===== src/rtl/debounce_pkg.sv =====
// Shared types for the input debouncer: FSM state encoding and counter sizing helper.
package debounce_pkg;

    typedef enum logic [1:0] {
        STABLE_LO = 2'b00,
        PEND_HI   = 2'b01,
        STABLE_HI = 2'b10,
        PEND_LO   = 2'b11
    } deb_state_e;

    // Counter must hold 0..DEBOUNCE_CYCLES-1 with headroom; never narrower than 1 bit.
    function automatic int cnt_width(input int cycles);
        return (cycles < 1) ? 1 : $clog2(cycles + 1);
    endfunction

endpackage


===== src/rtl/sync_chain.sv =====
// Multi-flop synchroniser for an asynchronous level; all stages clear to 0 on reset.
// Reusable in front of any edge detector that needs a clean synchronous level.
module sync_chain #(
    parameter int SYNC_STAGES = 2
) (
    input  logic clk,
    input  logic resetn,
    input  logic d,
    output logic q
);

    logic [SYNC_STAGES-1:0] sync_q;
    logic [SYNC_STAGES-1:0] sync_d;

    // Bit 0 is the capture stage, the MSB feeds downstream logic.
    always_comb begin
        sync_d = {sync_q[SYNC_STAGES-2:0], d};
    end

    always_ff @(posedge clk) begin
        if (!resetn) begin
            sync_q <= '0;
        end else begin
            sync_q <= sync_d;
        end
    end

    assign q = sync_q[SYNC_STAGES-1];

endmodule


===== src/rtl/input_debouncer.sv =====
// Synchronise din_raw and accept a new level only after DEBOUNCE_CYCLES matching samples.
// Optional rejected-glitch counter enabled by INPUT_DEBOUNCER_GLITCH_COUNT_EN; otherwise glitch_cnt is 0.
module input_debouncer
    import debounce_pkg::*;
#(
    parameter int SYNC_STAGES     = 2,
    parameter int DEBOUNCE_CYCLES = 16,
    parameter int GLITCH_W        = 8
) (
    input  logic                clk,
    input  logic                resetn,
    input  logic                din_raw,
    output logic                dout,
    output logic                pending,
    output logic [GLITCH_W-1:0] glitch_cnt
);

    localparam int             CNT_W    = cnt_width(DEBOUNCE_CYCLES);
    localparam logic [CNT_W-1:0] CNT_ONE  = CNT_W'(1);
    localparam logic [CNT_W-1:0] CNT_LAST = CNT_W'(DEBOUNCE_CYCLES - 1);

    logic       s;
    deb_state_e state_q, state_d;
    logic [CNT_W-1:0] cnt_q, cnt_d;
    logic       dout_q, dout_d;
    logic       pending_q, pending_d;

    sync_chain #(
        .SYNC_STAGES(SYNC_STAGES)
    ) u_sync (
        .clk    (clk),
        .resetn (resetn),
        .d      (din_raw),
        .q      (s)
    );

    always_comb begin
        state_d = state_q;
        cnt_d   = cnt_q;
        case (state_q)
            STABLE_LO: begin
                if (s) begin
                    if (DEBOUNCE_CYCLES == 1) begin
                        state_d = STABLE_HI;
                    end else begin
                        state_d = PEND_HI;
                        cnt_d   = CNT_ONE;
                    end
                end
            end
            PEND_HI: begin
                if (!s) begin
                    state_d = STABLE_LO;
                    cnt_d   = '0;
                end else if (cnt_q == CNT_LAST) begin
                    state_d = STABLE_HI;
                    cnt_d   = '0;
                end else begin
                    cnt_d = cnt_q + CNT_ONE;
                end
            end
            STABLE_HI: begin
                if (!s) begin
                    if (DEBOUNCE_CYCLES == 1) begin
                        state_d = STABLE_LO;
                    end else begin
                        state_d = PEND_LO;
                        cnt_d   = CNT_ONE;
                    end
                end
            end
            PEND_LO: begin
                if (s) begin
                    state_d = STABLE_HI;
                    cnt_d   = '0;
                end else if (cnt_q == CNT_LAST) begin
                    state_d = STABLE_LO;
                    cnt_d   = '0;
                end else begin
                    cnt_d = cnt_q + CNT_ONE;
                end
            end
            default: begin
                state_d = STABLE_LO;
                cnt_d   = '0;
            end
        endcase
        // Outputs decoded from the next state so they leave a flop, glitch-free.
        dout_d    = (state_d == STABLE_HI) || (state_d == PEND_LO);
        pending_d = (state_d == PEND_HI) || (state_d == PEND_LO);
    end

    always_ff @(posedge clk) begin
        if (!resetn) begin
            state_q   <= STABLE_LO;
            cnt_q     <= '0;
            dout_q    <= 1'b0;
            pending_q <= 1'b0;
        end else begin
            state_q   <= state_d;
            cnt_q     <= cnt_d;
            dout_q    <= dout_d;
            pending_q <= pending_d;
        end
    end

    assign dout    = dout_q;
    assign pending = pending_q;

`ifdef INPUT_DEBOUNCER_GLITCH_COUNT_EN
    logic                glitch_ev;
    logic [GLITCH_W-1:0] glitch_q, glitch_d;

    // A glitch is a pending candidate falling back to the level it started from.
    always_comb begin
        glitch_ev = ((state_q == PEND_HI) && (state_d == STABLE_LO)) ||
                    ((state_q == PEND_LO) && (state_d == STABLE_HI));
        glitch_d  = glitch_q;
        if (glitch_ev && (glitch_q != '1)) begin
            glitch_d = glitch_q + GLITCH_W'(1);
        end
    end

    always_ff @(posedge clk) begin
        if (!resetn) begin
            glitch_q <= '0;
        end else begin
            glitch_q <= glitch_d;
        end
    end

    assign glitch_cnt = glitch_q;
`else
    assign glitch_cnt = '0;
`endif

endmodule

===== config.mk =====
export PLATFORM = sky130hd
export DESIGN_NAME = input_debouncer
export DESIGN_NICKNAME = d
export VERILOG_FILES = /design/src/rtl/debounce_pkg.sv /design/src/rtl/sync_chain.sv /design/src/rtl/input_debouncer.sv
export SDC_FILE = /design/constraint.sdc
export NUM_CORES = 1
export LEC_CHECK = 0
export CAP_MARGIN = 20
export CORE_MARGIN = 3
export CORE_UTILIZATION = 25
export CTS_BUF_LIST = sky130_fd_sc_hd__clkbuf_2 sky130_fd_sc_hd__clkbuf_4 sky130_fd_sc_hd__clkbuf_8
export DETAILED_ROUTE_END_ITERATION = 6
export REMOVE_ABC_BUFFERS = 1
export SLEW_MARGIN = 20
export SYNTH_ARGS = -nofsm -noshare
export SYNTH_HDL_FRONTEND = slang
export SYNTH_HIERARCHICAL = 1
export SYNTH_SLANG_ARGS = --single-unit

===== constraint.sdc =====
create_clock -name clk -period 3.73 [get_ports clk]
set_input_delay 0.746 -clock clk [delete_from_list [all_inputs] [get_ports clk]]
set_output_delay 0.746 -clock clk [all_outputs]
set_load 0.005 [all_outputs]

==> impl_summary.txt <==
----------------------------------------------------
[Status]
  Outcome ... finished clean

[Logic synthesis]
  Proportion of synthesized chip area in sequential cells ... 0.390
  Number of synthesized register bits ... 10
  Mean instance size in the synthesized netlist ... 9.16 sq um
  Syn Std Cell Area ... 513 sq um
  Cell count after synthesis ... 56
  Synthesis Warnings ... 6
  Synth cell types ... 26

[Timing]
  Clk_skew ... 0.00601 ns
  Setup_tns ... 0 ns
  Maximum clock rate ... 479 MHz
  Portion of the clock cycle consumed by the worst path in the final layout ... 0.560
  Endpoints failing setup ... 0
  Pins over their slew limit ... 0
  Count of endpoints failing hold in the final timing report ... 0
  RSZ-0062 raised after global routing ... no
  Post-route minimum period ... 2.09 ns

[Floorplan]
  Count of standard-cell rows ... 15
  Chip width ... 51.3 um
  Die Area ... 2630 sq um
  Die height ... 51.3 um
  Core footprint ... 1840 sq um
  I/O pin total ... 13
  Initial Util ... 0.279

[Layout]
  Final-layout fill cell count ... 205
  Antenna cells ... 0
  Finished Layout Cells ... 85
  Number of nets in the layout ... 66
  Highest-count cells in the layout ignoring fill and taps ... 10 x sky130_fd_sc_hd__dfxtp_1, 8 x sky130_fd_sc_hd__conb_1, 4 x sky130_fd_sc_hd__nand2_1, 4 x sky130_fd_sc_hd__nand3_1, 4 x sky130_fd_sc_hd__clkdlybuf4s50_1
  Footprint of the multi-input gates ... 268 sq um
  Leading cell type in the layout, fill and taps excluded ... sky130_fd_sc_hd__dfxtp_1
  Ratio of cells with drive above 1 in the final layout ... 0.0833
  Area taken by flip-flops and latches ... 200 sq um
  Signed area change from the synthesized netlist to the final layout ... 10.2%

[Routing]
  Iteration count of the initial detailed-routing pass ... 4
  Count of unresolved DRC violations after routing ... 0
  Iteration-0 DRC Markers ... 7
  Total wirelength of the detailed-routed design ... 812 um
  DRT antenna net count ... 0
  Wire length per cell after detailed routing ... 9.55 um
  Via density per instance ... 4.38
  Total via count after detailed routing ... 372

[Placed design]
  Placed instance count ... 82
  Number of port buffers ... 4
  Final weighted congestion in routability-driven placement ... 0.783
  Post-detailed-placement half-perimeter wirelength ... 630 um

[Worst setup path]
  Cell Chain, Critical Path ... clkdlybuf4s50_1
  Buffer and inverter count on the worst path ... 1
  Data arrival time at the worst-slack endpoint ... 1.34 ns
  Slowest stage cell on the critical path ... sky130_fd_sc_hd__clkdlybuf4s50_1
  CP top delay family ... buffers and inverters
  Req. time, crit path ... 2.98 ns
  Worst path max stage delay ... 0.57 ns
  Endpoint kind of the worst setup timing path ... output port
  Critical path type ... register to output port
  Kind of launch point of the worst setup path ... register
  Crit path max fanout ... 11

[Global route]
  Initial antenna violation count ... 0
  Maximum number of pins on one net before global-route repair ... 13
  GR Overflow Total ... 0
  Global-route usage over all layers ... 0.0760
  Vias in the first global route ... 307
  Wire length of the first global-routing pass ... 1350 um

[Pwr]
  Leakage power ... 0.000229 uW
  Ratio of total power to cell area ... 341 nW/um^2
  Peak supply drop ... 0.0000780 V

[Clock network]
  Count of H-tree levels built during CTS ... 1
  Maximum clock insertion buffer count ... 2
  Clock tree from TritonCTS ... yes
  CTS clk-pin slew, worst paths ... 0.06 ns
  Number of post-CTS setup repair buffers ... 0
  CTS Hold Bufs ... 0
  Worst-skew pair later-pin latency ... 0.26 ns
  Number of buffers added by the clock tree synthesis step ... 3
  CTS resizes ... 0
  Clock root buffer ... sky130_fd_sc_hd__clkbuf_4
  Number of clock sinks ... 10

[Min path]
  Worst hold path type ... register to register

[Job]
  Number of max-cap violations ... 0

----------------------------------------------------
## worst paths after layout
check                   startpoint                to  slack [ns]  cells past startpoint
setup / recovery           pending           pending        1.64                      1
hold / removal    u_sync/sync_q[0]  u_sync/sync_q[1]        0.43                      1
setup reg to reg  u_sync/sync_q[1]          cnt_q[3]        2.36                      3
hold reg to reg   u_sync/sync_q[0]  u_sync/sync_q[1]        0.43                      1
## cell usage after synthesis
cell,instances,area share
sky130_fd_sc_hd__a21oi_1,2,0.020
sky130_fd_sc_hd__ha_1,1,0.024
sky130_fd_sc_hd__xor2_2,1,0.032
sky130_fd_sc_hd__o21ai_0,3,0.029
sky130_fd_sc_hd__nand4b_1,1,0.017
sky130_fd_sc_hd__o2111ai_1,1,0.017
sky130_fd_sc_hd__nand2_1,4,0.029
sky130_fd_sc_hd__o211ai_2,1,0.024
sky130_fd_sc_hd__inv_1,1,0.0073
sky130_fd_sc_hd__o21a_1,1,0.015
sky130_fd_sc_hd__and4b_1,1,0.020
sky130_fd_sc_hd__and4_1,1,0.017
sky130_fd_sc_hd__buf_4,8,0.12
sky130_fd_sc_hd__a21boi_0,2,0.029
sky130_fd_sc_hd__nand4_1,1,0.012
sky130_fd_sc_hd__nand3_1,4,0.039
sky130_fd_sc_hd__o211a_1,1,0.020
sky130_fd_sc_hd__nor3b_1,1,0.015
sky130_fd_sc_hd__nor2b_1,2,0.024
sky130_fd_sc_hd__dfxtp_1,10,0.39
sky130_fd_sc_hd__or3_1,1,0.012
sky130_fd_sc_hd__conb_1,1,0.0073
sky130_fd_sc_hd__nand2b_1,2,0.024
sky130_fd_sc_hd__and2_1,2,0.024
sky130_fd_sc_hd__or4b_1,1,0.020
sky130_fd_sc_hd__clkbuf_1,2,0.015
## flip-flops by register name, summed over array words and instances, names as in the netlist
register	flops
cnt_q	5
u_sync/sync_q	2
state_q	1
pending	1
dout	1
## cells by family after synthesis
logic type / share of synthesized area
simple gates: 0.254
fa+ha+maj: 0.0244
compound gates: 0.154
buf+inv: 0.139
flops: 0.390
other cells: 0.00731
xor+xnor: 0.0317
## where the power goes
part           leakage (uW)  switching [uW]  internal (uW)
combinational      0.000134            5.97           4.62
clock             0.0000138            34.6           37.2
sequential        0.0000812            1.81            109
total              0.000229            42.4            150
## per-stage QoR
step	worst slack [ns]	power (uW)	hold slack (ns)	instance area, sq um	utilization
after floorplan	2.33	118	0.412	472	-
after global placement	1.58	123	0.416	543	0.295
after detailed placement	1.58	123	0.420	543	0.295
after CTS	1.62	197	0.434	566	0.307
after global routing	1.55	206	0.448	566	0.307
final	1.64	193	0.432	566	0.307
## metal layers
layer	track usage	wire length [um]	up-vias
li1	-	-	188
met1	0.0920	391	173
met2	0.0923	371	9
met3	0.0175	25	2
met4	0.105	23	0
met5	0	0	-
## layout make-up
| cell class | count | share of cell area |
|---|---|---|
| multi-input cells | 42 | 0.473 |
| flip-flops and latches | 10 | 0.354 |
| repair buffers | 4 | 0.0708 |
| well taps | 25 | 0.0553 |
| clock buffers | 3 | 0.0398 |
| inverters | 1 | 0.00664 |
Note: power is estimated with default switching activity, not from simulation.
